### src/rtl/noc_credit_switch_allocator_if.sv
// Allocator-side bundle: input FIFO heads and pops, output link writes, credit returns.
// The master drives FIFO heads and credits; the slave is the allocator.
interface noc_credit_switch_allocator_if #(
    parameter int unsigned WIDTH = 16
) ();
    logic [2:0]         in_valid;
    logic [3*WIDTH-1:0] in_data;
    logic [2:0]         pop;
    logic [3*WIDTH-1:0] out_data;
    logic [2:0]         out_write;
    logic [2:0]         credit_in;
    logic [2:0]         credit_err;

    modport master (
        output in_valid, in_data, credit_in,
        input  pop, out_data, out_write, credit_err
    );

    modport slave (
        input  in_valid, in_data, credit_in,
        output pop, out_data, out_write, credit_err
    );
endinterface

### src/rtl/noc_credit_switch_allocator.sv
// Three-port (E/W/L) switch allocator: address routing, per-output round-robin arbitration
// gated by downstream credit counters, combinational FIFO pops and registered link writes.
module noc_credit_switch_allocator #(
    parameter int unsigned WIDTH    = 16,
    parameter logic [1:0]  LOCAL_IP = 2'b00,
    parameter int unsigned CREDITS  = 4
) (
    input logic                          clk,
    input logic                          reset,
    noc_credit_switch_allocator_if.slave sw
);
    localparam int unsigned  CW        = $clog2(CREDITS + 1);
    localparam logic [CW-1:0] CRED_INIT = CW'(CREDITS);
    localparam logic [CW-1:0] CRED_ONE  = CW'(1);

    logic [WIDTH-1:0]   w_flit    [3];
    logic [1:0]         w_route   [3];
    logic [2:0]         w_req;
    logic [2:0]         w_inv;
    logic [2:0]         w_gnt_vld;
    logic [1:0]         w_gnt_idx [3];
    logic [2:0]         w_in_gnt;
    logic [1:0]         w_idx;

    logic [CW-1:0]      r_credit  [3];
    logic [1:0]         r_rr      [3];
    logic [3*WIDTH-1:0] r_out_data;
    logic [2:0]         r_out_write;
    logic [2:0]         r_credit_err;

    function automatic logic [1:0] mod3_add(input logic [1:0] a, input logic [1:0] b);
        logic [2:0] s;
        s = {1'b0, a} + {1'b0, b};
        return (s >= 3'd3) ? 2'(s - 3'd3) : s[1:0];
    endfunction

    // Output index: 0=E, 1=W, 2=L.
    always_comb begin
        for (int i = 0; i < 3; i++) begin
            w_flit[i] = sw.in_data[i*WIDTH +: WIDTH];
            w_req[i]  = sw.in_valid[i] & w_flit[i][0];
            w_inv[i]  = sw.in_valid[i] & ~w_flit[i][0];
            if (w_flit[i][2:1] == LOCAL_IP) begin
                w_route[i] = 2'd2;
            end else if (w_flit[i][2:1] > LOCAL_IP) begin
                w_route[i] = 2'd0;
            end else begin
                w_route[i] = 2'd1;
            end
        end
    end

    always_comb begin
        w_gnt_vld = '0;
        w_in_gnt  = '0;
        w_idx     = '0;
        for (int o = 0; o < 3; o++) begin
            w_gnt_idx[o] = '0;
            if (r_credit[o] != '0) begin
                for (int k = 0; k < 3; k++) begin
                    w_idx = mod3_add(r_rr[o], 2'(k));
                    if (!w_gnt_vld[o] && w_req[w_idx] && (w_route[w_idx] == 2'(o))) begin
                        w_gnt_vld[o] = 1'b1;
                        w_gnt_idx[o] = w_idx;
                    end
                end
            end
            if (w_gnt_vld[o]) begin
                w_in_gnt[w_gnt_idx[o]] = 1'b1;
            end
        end
    end

    // Invalid heads are discarded immediately so they never block a FIFO.
    assign sw.pop        = reset ? 3'b000 : (w_inv | w_in_gnt);
    assign sw.out_data   = r_out_data;
    assign sw.out_write  = r_out_write;
    assign sw.credit_err = r_credit_err;

    always_ff @(posedge clk or posedge reset) begin
        if (reset) begin
            for (int o = 0; o < 3; o++) begin
                r_credit[o] <= CRED_INIT;
                r_rr[o]     <= '0;
            end
            r_out_data   <= '0;
            r_out_write  <= '0;
            r_credit_err <= '0;
        end else begin
            for (int o = 0; o < 3; o++) begin
                if (w_gnt_vld[o]) begin
                    r_out_data[o*WIDTH +: WIDTH] <= w_flit[w_gnt_idx[o]];
                    r_out_write[o]               <= 1'b1;
                    r_rr[o]                      <= mod3_add(w_gnt_idx[o], 2'd1);
                end else begin
                    r_out_data[o*WIDTH +: WIDTH] <= '0;
                    r_out_write[o]               <= 1'b0;
                end
                // Issue and return in the same cycle cancel out.
                if (w_gnt_vld[o] && !sw.credit_in[o]) begin
                    r_credit[o] <= r_credit[o] - CRED_ONE;
                end else if (!w_gnt_vld[o] && sw.credit_in[o]) begin
                    if (r_credit[o] == CRED_INIT) begin
                        r_credit_err[o] <= 1'b1;
                    end else begin
                        r_credit[o] <= r_credit[o] + CRED_ONE;
                    end
                end
            end
        end
    end
endmodule

### src/flat_wrapper.sv
// flat-port wrapper written by rule: the top's interface ports become plain ports
module noc_credit_switch_allocator_flat 
#(
    parameter int unsigned WIDTH    = 16,
    parameter logic [1:0]  LOCAL_IP = 2'b00,
    parameter int unsigned CREDITS  = 4
)
  (clk, reset, sw_in_valid, sw_in_data, sw_credit_in, sw_pop, sw_out_data, sw_out_write, sw_credit_err);
  noc_credit_switch_allocator_if #(.WIDTH(WIDTH)) sw_i ();
  input logic clk;
  input logic reset;
  input wire logic [$bits(sw_i.in_valid)-1:0] sw_in_valid;
  input wire logic [$bits(sw_i.in_data)-1:0] sw_in_data;
  input wire logic [$bits(sw_i.credit_in)-1:0] sw_credit_in;
  output wire logic [$bits(sw_i.pop)-1:0] sw_pop;
  output wire logic [$bits(sw_i.out_data)-1:0] sw_out_data;
  output wire logic [$bits(sw_i.out_write)-1:0] sw_out_write;
  output wire logic [$bits(sw_i.credit_err)-1:0] sw_credit_err;
  assign sw_i.in_valid = sw_in_valid;
  assign sw_i.in_data = sw_in_data;
  assign sw_i.credit_in = sw_credit_in;
  assign sw_pop = sw_i.pop;
  assign sw_out_data = sw_i.out_data;
  assign sw_out_write = sw_i.out_write;
  assign sw_credit_err = sw_i.credit_err;
  noc_credit_switch_allocator #(.WIDTH(WIDTH), .LOCAL_IP(LOCAL_IP), .CREDITS(CREDITS)) u_core (.clk(clk), .reset(reset), .sw(sw_i));
endmodule
### config.mk
export PLATFORM = sky130hd
export DESIGN_NAME = noc_credit_switch_allocator_flat
export DESIGN_NICKNAME = d
export VERILOG_FILES = /design/src/rtl/noc_credit_switch_allocator_if.sv /design/src/rtl/noc_credit_switch_allocator.sv /design/src/flat_wrapper.sv
export SDC_FILE = /design/constraint.sdc
export NUM_CORES = 1
export LEC_CHECK = 0
export CORE_AREA = 2 2 86 121
export DETAILED_ROUTE_END_ITERATION = 10
export DIE_AREA = 0 0 88 123
export GPL_TIMING_DRIVEN = 0
export PLACE_DENSITY = 0.68
export SKIP_CTS_REPAIR_TIMING = 1
export SLEW_MARGIN = 20
export SYNTH_ARGS = -nofsm -noshare
export SYNTH_HDL_FRONTEND = slang
export SYNTH_SLANG_ARGS = --single-unit
### constraint.sdc
create_clock -name clk -period 3 [get_ports clk]
set_input_delay 0.45 -clock clk [delete_from_list [all_inputs] [get_ports clk]]
set_output_delay 0.45 -clock clk [all_outputs]
set_load 0.1 [all_outputs]
==> impl_results.md <==
* Commonest non-fill, non-tap cell in the layout: clkdlybuf4s50_1
* Clk root buf: clkbuf_16
* Layout area overhead at 56.13%
* Max Slew Vio Count at 0
* Fill cell count at 854
* Met1 Track Usage GR at 0.2030
* ANT cells at 0
* Final WS setup at -0.3891 ns
* Clock-pin slew on the worst setup and hold paths at about 0.07 ns
* Final wirelength at 9.528 mm
* Post-synth EDFFs at 0
* CP required at 2.55 ns
* Die extent in x at between 80 and 90 um
* Total number of vias at 3063
* GPL Wtd Cong at 0.8423
* Number of global-route vias before repair at 2933
* DRT iter0 DRCs at between 150 and 200
* Post-Syn Area per Cell at 10.02 sq um
* Max-Cap Viols at 0
* Worst slew margin at 0.3467
* H-tree depth at 2
* Max clock buf depth at 2
* Yosys reg bits at 50
* # clock sinks at 50
* Max Freq at 0.2951 GHz
* Die ar. at 0.01082 sq mm
* Worst-path fanout max at 6
* Most frequent cells in the layout: clkdlybuf4s50_1 (81), dfrtp_1 (47), buf_4 (43)
* CP startpoint kind: register
* Final clock skew at about 0.0066 ns
* Share of layout cells above drive strength 1 at 0.2563
* Pre-CTS WS at -1.619 ns
* CP Class: register to primary output
* Fin crit period at between 3 and 4 ns
* Met2 Resource Use GR at 0.3002
* Initial antenna violation count at 0
* Status: complete, but fails checks
* Routed len/inst at around 16 um
* Starting Density at 0.3415
* YS warnings at 0
* WHS at slightly below 0.5 ns
* Leakage power at 2.362 nW
* Row Count at between 40 and 50
* DRT Pass-1 Iters at 4
* Cell variety after synth at 61
* Final hold vios at 0
* Num CTS Buffers at 5
* Post-route DRC at 0
* RSZ-0062 raised after global routing: true
* Post-Synthesis Cells at 332
* CTS tree: yes
* Mapped Area at between 0.003 and 0.004 sq mm
* Maximum VDD drop at around 0.00057 V
* Worst-Skew Late Latency at slightly below 0.3 ns
* First-pass GRT wire length at 14.39 mm
* CP endpoint kind: primary output
* Vias per inst at 5.013
* Pwr/cell area at 1044 mW/mm^2
* Largest net degree at the start of global routing at 34
* CP arrival at 2.94 ns
* Final setup fails at 4
* Met3 global-route usage at 0.02804
* Core area at 0.009738 sq mm
* Busiest layer in global routing: met2
* Final net count at between 500 and 600
* Total gr overflow at 0
* IO Count at around 110
* Final clock period utilization by the worst path at 1.130
* GRT Total Usage at 0.1688
* Async SR Flop Fraction at 1.000
* Detailed Place HPWL at approximately 7.0 mm
* Worst Tran Pin Value at 0.9769 ns
* Die Ht at 123 um
* Post-synth top flop: dfrtp_1
* Port-buffer cells at 95
* Failing checks: negative setup slack
* Post-DRT Antenna Nets at 0
* HP Class: register to register
* Sequential area share after synthesis at 0.3774
[worst max-delay path, stage by stage, from the launching register on]
cell      delay (ns)
dfrtp_1         0.41
inv_2           0.06
ha_4            0.26
buf_6           0.11
nand2b_4        0.13
nand2_4         0.06
nand2_2         0.07
nand4b_1        0.23
o21ai_4         0.25
inv_4           0.06
buf_8           0.13
ha_4            0.15
a222oi_1        0.47
nor2_4          0.06
buf_12          0.18
[cell type report]
class,instances,area [sq um],area share
clock buffer,5,125.1,0.02410
sequential,50,1255,0.2417
clock inverter,3,21.27,0.004096
buffer,33,271.5,0.05229
inverter,26,107.6,0.02072
tap,135,168.9,0.03253
timing repair buffer,120,1209,0.2328
multi-input combinational,239,2034,0.3918
[routing by layer]
metal,wire [um],part of all wire
met5,0,0
met4,135,0.014
met3,470,0.049
met2,4931,0.52
met1,3991,0.42
[cells in the mapped netlist, types with 3 or more instances]
master / count / area (sq um)
dfrtp_1: 47 / 1176
a21oi_1: 27 / 135.1
inv_1: 24 / 90.09
buf_4: 18 / 135.1
ha_1: 17 / 212.7
nor2_1: 17 / 63.81
mux2i_1: 15 / 150.1
a211oi_1: 14 / 105.1
a221oi_1: 14 / 122.6
and3_1: 13 / 81.33
nand2_1: 11 / 41.29
o21ai_0: 10 / 50.05
o2bb2ai_2: 10 / 150.1
buf_2: 8 / 40.04
nand2b_1: 8 / 50.05
clkbuf_1: 5 / 18.77
o2bb2ai_1: 5 / 43.79
a31oi_1: 4 / 25.02
nor3_1: 4 / 20.02
o22ai_1: 4 / 25.02
a41o_1: 3 / 30.03
dfstp_2: 3 / 78.83
nand4bb_1: 3 / 33.78
or2_1: 3 / 18.77
[report_power, final]
group | switching (mW) | internal [mW] | total (mW)
Sequential | 0.132 | 0.925 | 1.06
Clock | 0.246 | 0.309 | 0.555
Combinational | 2.47 | 1.34 | 3.81
Total | 2.85 | 2.58 | 5.42
[flip-flops by register name, indices dropped and copies added (netlist names)]
signal	count
u_core.sw.out_data	32
u_core.r_credit	9
u_core.r_rr	4
u_core.sw.credit_err	3
u_core.sw.out_write	2
[logic make-up after synthesis]
group | synth area share
AO/OA/AOI/OAI | 0.2743
AND/OR/NAND/NOR | 0.1159
buffers and inverters | 0.1016
flip-flops | 0.3774
adder cells (fa/ha/maj) | 0.07600
multiplexers | 0.04853
XOR/XNOR | 0.005268
other | 0.001128
[metrics by stage]
stage                     power [mW]  TNS [ns]  utilization  instances  cell area (sq um)
after floorplan                3.681   -0.4105            -        350               3468
after global placement         4.374    -6.193       0.4712        580               4588
after detailed placement       4.464    -6.498       0.4732        581               4608
after CTS                      5.038    -5.136       0.4882        589               4755
after global routing           5.751    -1.754       0.5332        611               5192
final                          5.422    -1.036       0.5332        611               5192
[final timing paths]
kind	from	end	slack (ns)	cells past startpoint
max	u_core.r_rr[0]	sw_pop[0]	-0.39	14
min	u_core.sw.credit_err[2]	u_core.sw.credit_err[2]	0.48	1
max reg2reg	u_core.r_rr[4]	u_core.r_credit[8]	-0.17	13
min reg2reg	u_core.sw.credit_err[2]	u_core.sw.credit_err[2]	0.48	1
max in group asynchronous	reset	u_core.r_credit[5]	1.62	3
min in group asynchronous	reset	u_core.sw.credit_err[0]	0.79	2
No activity file was read; power rests on OpenSTA's default activity.
